**src/rtl/tcdm_port_arbiter.sv**
```systemverilog
`default_nettype none
// ============================================================================
// Module   : tcdm_port_arbiter
// Purpose  : Round-robin arbiter sharing one TCDM target port between
//            NUM_PORTS initiators. A decision is locked until the target
//            grants it, the winner's index is queued in an in-order ID FIFO,
//            and each response beat is steered back to the FIFO head.
// Ports    : clk_i/rst_i        clock, asynchronous active-high reset
//            slv_*              per-initiator request/grant/response (packed)
//            mst_*              shared target request/grant/response
//            err_o              sticky flag: response beat with no ID queued
// Revision : 1.0 - initial release
// ============================================================================
module tcdm_port_arbiter #(
    parameter int NUM_PORTS  = 4,
    parameter int ADDR_WIDTH = 11,
    parameter int DATA_WIDTH = 32,
    parameter int MAX_OUTST  = 4
) (
    input  logic                             clk_i,
    input  logic                             rst_i,
    input  logic [NUM_PORTS-1:0]             slv_req_i,
    output logic [NUM_PORTS-1:0]             slv_gnt_o,
    input  logic [NUM_PORTS*ADDR_WIDTH-1:0]  slv_addr_i,
    input  logic [NUM_PORTS-1:0]             slv_wen_i,
    input  logic [NUM_PORTS*(DATA_WIDTH/8)-1:0] slv_be_i,
    input  logic [NUM_PORTS*DATA_WIDTH-1:0]  slv_data_i,
    input  logic [NUM_PORTS-1:0]             slv_r_ready_i,
    output logic [NUM_PORTS-1:0]             slv_r_valid_o,
    output logic [DATA_WIDTH-1:0]            slv_r_data_o,
    output logic                             mst_req_o,
    input  logic                             mst_gnt_i,
    output logic [ADDR_WIDTH-1:0]            mst_addr_o,
    output logic                             mst_wen_o,
    output logic [DATA_WIDTH/8-1:0]          mst_be_o,
    output logic [DATA_WIDTH-1:0]            mst_data_o,
    input  logic                             mst_r_valid_i,
    input  logic [DATA_WIDTH-1:0]            mst_r_data_i,
    output logic                             mst_r_ready_o,
    output logic                             err_o
);

    localparam int BE_WIDTH = DATA_WIDTH / 8;
    localparam int C_ID_W   = $clog2(NUM_PORTS);
    localparam int C_PTR_W  = (MAX_OUTST > 1) ? $clog2(MAX_OUTST) : 1;
    localparam int C_CNT_W  = $clog2(MAX_OUTST + 1);

    typedef enum logic [0:0] {
        ARB  = 1'b0,
        LOCK = 1'b1
    } state_e;

    state_e                    state_q, state_d;
    logic [C_ID_W-1:0]         sel_q, sel_d;
    logic [C_ID_W-1:0]         rr_ptr_q, rr_ptr_d;
    logic [C_PTR_W-1:0]        wptr_q, wptr_d;
    logic [C_PTR_W-1:0]        rptr_q, rptr_d;
    logic [C_CNT_W-1:0]        count_q, count_d;
    logic                      err_q, err_d;
    logic [C_ID_W-1:0]         mem_q [MAX_OUTST];
    logic [C_ID_W-1:0]         mem_d [MAX_OUTST];

    logic [C_ID_W-1:0]         winner;
    logic [C_ID_W-1:0]         sel;
    logic [C_ID_W-1:0]         head;
    logic                      fifo_full, fifo_empty;
    logic                      req_any, fire, pop;

    function automatic logic [C_PTR_W-1:0] ptr_inc(input logic [C_PTR_W-1:0] p);
        return (p == C_PTR_W'(MAX_OUTST - 1)) ? '0 : p + 1'b1;
    endfunction

    // Round-robin scan: first requester at or after rr_ptr, wrapping.
    always_comb begin
        logic found;
        winner = rr_ptr_q;
        found  = 1'b0;
        for (int i = 0; i < NUM_PORTS; i++) begin
            int j;
            j = int'(rr_ptr_q) + i;
            if (j >= NUM_PORTS) j = j - NUM_PORTS;
            if (!found && slv_req_i[j]) begin
                winner = C_ID_W'(j);
                found  = 1'b1;
            end
        end
    end

    assign fifo_full  = (count_q == C_CNT_W'(MAX_OUTST));
    assign fifo_empty = (count_q == '0);
    assign head       = mem_q[rptr_q];

    // Once locked, the held winner is the only request that matters.
    assign sel     = (state_q == LOCK) ? sel_q : winner;
    assign req_any = (state_q == LOCK) ? slv_req_i[sel_q] : |slv_req_i;

    always_comb begin
        mst_req_o     = 1'b0;
        slv_gnt_o     = '0;
        mst_addr_o    = '0;
        mst_wen_o     = 1'b0;
        mst_be_o      = '0;
        mst_data_o    = '0;
        slv_r_valid_o = '0;
        mst_r_ready_o = 1'b0;
        slv_r_data_o  = '0;
        fire          = 1'b0;
        pop           = 1'b0;
        if (!rst_i) begin
            mst_req_o  = req_any && !fifo_full;
            fire       = mst_req_o && mst_gnt_i;
            if (fire) slv_gnt_o[sel] = 1'b1;
            mst_addr_o = slv_addr_i[int'(sel)*ADDR_WIDTH +: ADDR_WIDTH];
            mst_wen_o  = slv_wen_i[sel];
            mst_be_o   = slv_be_i[int'(sel)*BE_WIDTH +: BE_WIDTH];
            mst_data_o = slv_data_i[int'(sel)*DATA_WIDTH +: DATA_WIDTH];
            // A beat with no queued ID is dropped: no valid, no ready.
            if (!fifo_empty) begin
                slv_r_valid_o[head] = mst_r_valid_i;
                mst_r_ready_o       = slv_r_ready_i[head];
            end
            slv_r_data_o = mst_r_data_i;
            pop          = mst_r_valid_i && mst_r_ready_o;
        end
    end

    always_comb begin
        state_d  = state_q;
        sel_d    = sel_q;
        rr_ptr_d = rr_ptr_q;
        wptr_d   = wptr_q;
        rptr_d   = rptr_q;
        count_d  = count_q;
        mem_d    = mem_q;
        err_d    = err_q | (mst_r_valid_i && fifo_empty);

        case (state_q)
            ARB: begin
                if (mst_req_o && !mst_gnt_i) begin
                    state_d = LOCK;
                    sel_d   = winner;
                end
            end
            LOCK: begin
                if (mst_gnt_i) state_d = ARB;
            end
            default: state_d = ARB;
        endcase

        if (fire) begin
            rr_ptr_d      = (sel == C_ID_W'(NUM_PORTS - 1)) ? '0 : sel + 1'b1;
            mem_d[wptr_q] = sel;
            wptr_d        = ptr_inc(wptr_q);
        end
        if (pop) rptr_d = ptr_inc(rptr_q);

        // Simultaneous push and pop leave the count unchanged.
        if (fire && !pop)      count_d = count_q + 1'b1;
        else if (!fire && pop) count_d = count_q - 1'b1;
    end

    always_ff @(posedge clk_i or posedge rst_i) begin
        if (rst_i) begin
            state_q  <= ARB;
            sel_q    <= '0;
            rr_ptr_q <= '0;
            wptr_q   <= '0;
            rptr_q   <= '0;
            count_q  <= '0;
            err_q    <= 1'b0;
            for (int k = 0; k < MAX_OUTST; k++) mem_q[k] <= '0;
        end else begin
            state_q  <= state_d;
            sel_q    <= sel_d;
            rr_ptr_q <= rr_ptr_d;
            wptr_q   <= wptr_d;
            rptr_q   <= rptr_d;
            count_q  <= count_d;
            err_q    <= err_d;
            mem_q    <= mem_d;
        end
    end

    assign err_o = err_q;

endmodule
`default_nettype wire
```
**config.mk**
```make
export PLATFORM = sky130hd
export DESIGN_NAME = tcdm_port_arbiter
export DESIGN_NICKNAME = d
export VERILOG_FILES = /design/src/rtl/tcdm_port_arbiter.sv
export SDC_FILE = /design/constraint.sdc
export NUM_CORES = 1
export LEC_CHECK = 0
export CORE_AREA = 2 2 127 129
export DETAILED_ROUTE_END_ITERATION = 10
export DIE_AREA = 0 0 129 131
export PLACE_DENSITY_LB_ADDON = 0.05
export SLEW_MARGIN = 20
export SYNTH_ARGS = -nofsm -noshare
export SYNTH_HDL_FRONTEND = slang
export SYNTH_SLANG_ARGS = --single-unit
```
**constraint.sdc**
```tcl
create_clock -name clk_i -period 3.5 [get_ports clk_i]
set_input_delay 0.875 -clock clk_i [delete_from_list [all_inputs] [get_ports clk_i]]
set_output_delay 0.875 -clock clk_i [all_outputs]
set_load 0.01 [all_outputs]
```
==> flow_summary.yaml <==
outcome:
  outcome: "finished clean"
synth:
  synthXorXnorAreaFrac: 0.00854
  post_synth_and_or_nand_nor_area_fraction: 0.146
  synthArstFlopShare: 1.00
  synth_top_family_by_area: "multiplexers"
  synth_top_cell_area_share: 0.322
  synth-main-ff-cell: "sky130_fd_sc_hd__dfrtp_1"
  flip_flop_and_latch_count_after_synthesis: 21
  yosysSeqAreaShare: 0.171
  number_of_enable_flip_flop_cells_after_synthesis: 0
  combined_area_of_all_synthesized_cells_um2: 3080
  netlist_instances: 325
  post_synth.cell_area_avg_um2: 9.47
  post_synth_main_area_contributors: "sky130_fd_sc_hd__mux2i_1 (32%), sky130_fd_sc_hd__dfrtp_1 (17%), sky130_fd_sc_hd__o22ai_2 (8.1%), sky130_fd_sc_hd__nor2b_1 (7.1%), sky130_fd_sc_hd__o22ai_1 (5.7%)"
  netlist_top_cells_count: "sky130_fd_sc_hd__mux2i_1 (99), sky130_fd_sc_hd__nor2b_1 (35), sky130_fd_sc_hd__o22ai_1 (28), sky130_fd_sc_hd__dfrtp_1 (21), sky130_fd_sc_hd__o22ai_2 (20)"
  fraction_of_the_mapped_netlist_area_in_adder_cells: 0.0472
  compound_cell_area_share_of_the_yosys_netlist: 0.174
  synth.yosys.warnings: 0
  synth_mux_area_frac: 0.391
  synth_top_area_cell: "sky130_fd_sc_hd__mux2i_1"
  mappedNetlistNets: 572
  ys_types: 38
  post-synth-top-count-cell: "sky130_fd_sc_hd__mux2i_1"
detailed_routing:
  initialDrtViolationCount: 96
  drt-pass1-iter-count: 4
  avgViaCountPerCell: 4.34
  routed-via-count: 3932
  final_antenna_net_count: 0
  routed_wl_mm: 16.3
  post-route-drc-count: 0
  drt-wirelength-per-cell_um: 18.0
setup_path:
  arrival_worst_endpoint_ps: 2610
  worst_path_dominant_cell_family: "buffers and inverters"
  slowest_delay_ps: 240
  maximum_fanout_count_along_the_critical_path: 7
  worst_setup_path_end_kind: "output port"
  path_common_cell: "sky130_fd_sc_hd__buf_6"
  worstPathBufferInverterCount: 5
  cp_slowest_cell: "sky130_fd_sc_hd__mux2i_2"
  cp-start-kind: "input pin"
  cp_data_required_time_ps: 2620
  crit_start: "slv_req_i[0]"
  worstPathCellList: "buf_6, nor2b_4, o21a_1, o41ai_4, buf_6, buf_12, buf_6, mux2i_2, o22ai_1, clkdlybuf4s15_2"
  worstSetupPathType: "in2out"
  worst_r2r_startpoint: "rptr_q[0]"
timing:
  relSlewSlack: 0.743
  finClkSkew_ps: 7.23
  setup-tns-final_ps: 0
  final-max-slew-violation-count: 0
  final.min_clock_period_ps: 3490
  rsz0062_at_grt: "yes"
  hold_viol: 0
  hold-worst-slack_ps: 452
  tightestPinTransition_ps: 384
  setup_viol: 0
  max_clock_freq_mhz: 287
  finalCritPeriodShare: 0.996
worst_hold_path:
  worst_hold_startpoint: "err_o"
  min_path_type: "reg2reg"
clocking:
  tritoncts_clock_tree: "built"
  cts_inserted_buffers: 3
  ctsRootBufferMaster: "sky130_fd_sc_hd__clkbuf_16"
  h_tree_levels: 1
  clk_path_buf_depth: 2
  clkSinkCount: 21
  clkLatencyLatePin_ps: 260
  clk_pin_slew_worst_paths_ps: 60
grt:
  grt_pass1_vias: 4094
  maximum_number_of_pins_on_one_net_before_global_route_repair: 33
  grt_antenna_before_repair: 1
  grt_first_pass_wirelength_mm: 22.6
  globalRoute.totalOverflow: 0
  globalRouteTotalUtil: 0.172
  grt_most_used_layer: "met2"
  met2_usage: 0.341
  grt_use_met1: 0.189
  globalRouteMet3Util: 0.0391
power_and_ir_drop:
  design_power_total_mw: 4.05
  power_per_standard_cell_area_nw_per_um2: 551
  p_leak_nw: 3.06
  worst_ir_drop_vdd_uv: 212
placement:
  gp_congestion: 0.806
  place_area_um2: 6820
  hpwlAfterDp_mm: 13.1
  buffer_ports.inserted: 326
floorplan:
  die-area_um2: 16900
  fp.coreArea_um2: 15600
  die_y_um: 131
  floorplan.io_pins: 327
  die_width_um: 129
  floorplan.initialDensity: 0.197
  floorplan.rows: 46
finish:
  nFillCells: 1522
  finalNetCount: 937
  fin_util: 0.471
  num_antenna_cells: 0
  fraction_of_final_layout_cells_with_drive_strength_greater_than_1: 0.274
  flow.area_growth_from_synthesis_pct: 139
  finalInstanceArea_um2: 7350
run:
  timing.max_cap.violations: 0
registers in the layout, indices dropped and copies added, names as in the netlist:
signal,cells
mem_q,8
rptr_q,2
wptr_q,2
state_q,1
err_o,1
rr_ptr_q,2
count_q,3
sel_q,2
final cells by class:
type / instances / area [um^2] / share of cell area
Timing Repair Buffer: 386 / 3840 / 0.523
Clock buffer: 3 / 75.1 / 0.0102
Tap cell: 216 / 270 / 0.0368
Inverter: 9 / 33.8 / 0.00460
Sequential cell: 21 / 526 / 0.0715
Clock inverter: 1 / 5.00 / 0.000681
Multi-Input combinational cell: 269 / 2590 / 0.353
cells by family (layout without fill, tap and decap cells):
family                   after synthesis  after routing
flip-flops                            21             21
buffers and inverters                 35            399
XOR/XNOR                               3              3
multiplexers                         115            115
AO/OA/AOI/OAI                         61             61
adder cells (fa/ha/maj)               11             11
AND/OR/NAND/NOR                       79             79
routing by layer:
| layer | routed length (um) | share of wire | vias to the layer above |
|---|---|---|---|
| met1 | 5910 | 0.36 | 1835 |
| li1 | - | - | 1933 |
| met5 | 13 | 0.00080 | - |
| met2 | 9110 | 0.56 | 147 |
| met3 | 1060 | 0.065 | 15 |
| met4 | 164 | 0.010 | 2 |
report_power, final:
part           internal [mW]  total [mW]  switching [mW]
sequential             0.360       0.471           0.111
clock                  0.154       0.245          0.0913
combinational           1.95        3.33            1.38
total                   2.47        4.05            1.58
path summary, 6_finish.rpt:
path	to	slack [ps]	cells past startpoint
min in group asynchronous	sel_q[0]	1210	4
max in group asynchronous	rptr_q[1]	2050	4
min reg2reg	err_o	450	1
min	err_o	450	1
max	mst_data_o[14]	10	10
max reg2reg	count_q[2]	800	11
repair_timing:
action	4_1_cts	5_1_grt
gates cloned	6	1
buffers inserted	17	4
pin swaps	12	9
hold buffers	0	0
gates resized for setup	273	35
endpoints found under the setup margin	53	53
through the flow:
stage / setup WS (ps) / std cells
floorplan: 360 / 325
global placement: -837 / 874
detailed placement: -845 / 874
CTS: -117 / 901
global route: -97.1 / 905
finish: 14.1 / 905
cells in the final DEF (no fill, tap or decap), drive strengths merged, types with 10 or more instances in the layout:
cell type / synthesis / final
buf: 19 / 112
clkdlybuf4s50: 0 / 269
dfrtp: 21 / 21
ha: 10 / 10
mux2: 13 / 13
mux2i: 99 / 99
nand2: 10 / 10
nor2: 15 / 15
nor2b: 35 / 35
o22ai: 48 / 48
(Power assumes the default switching activity.)
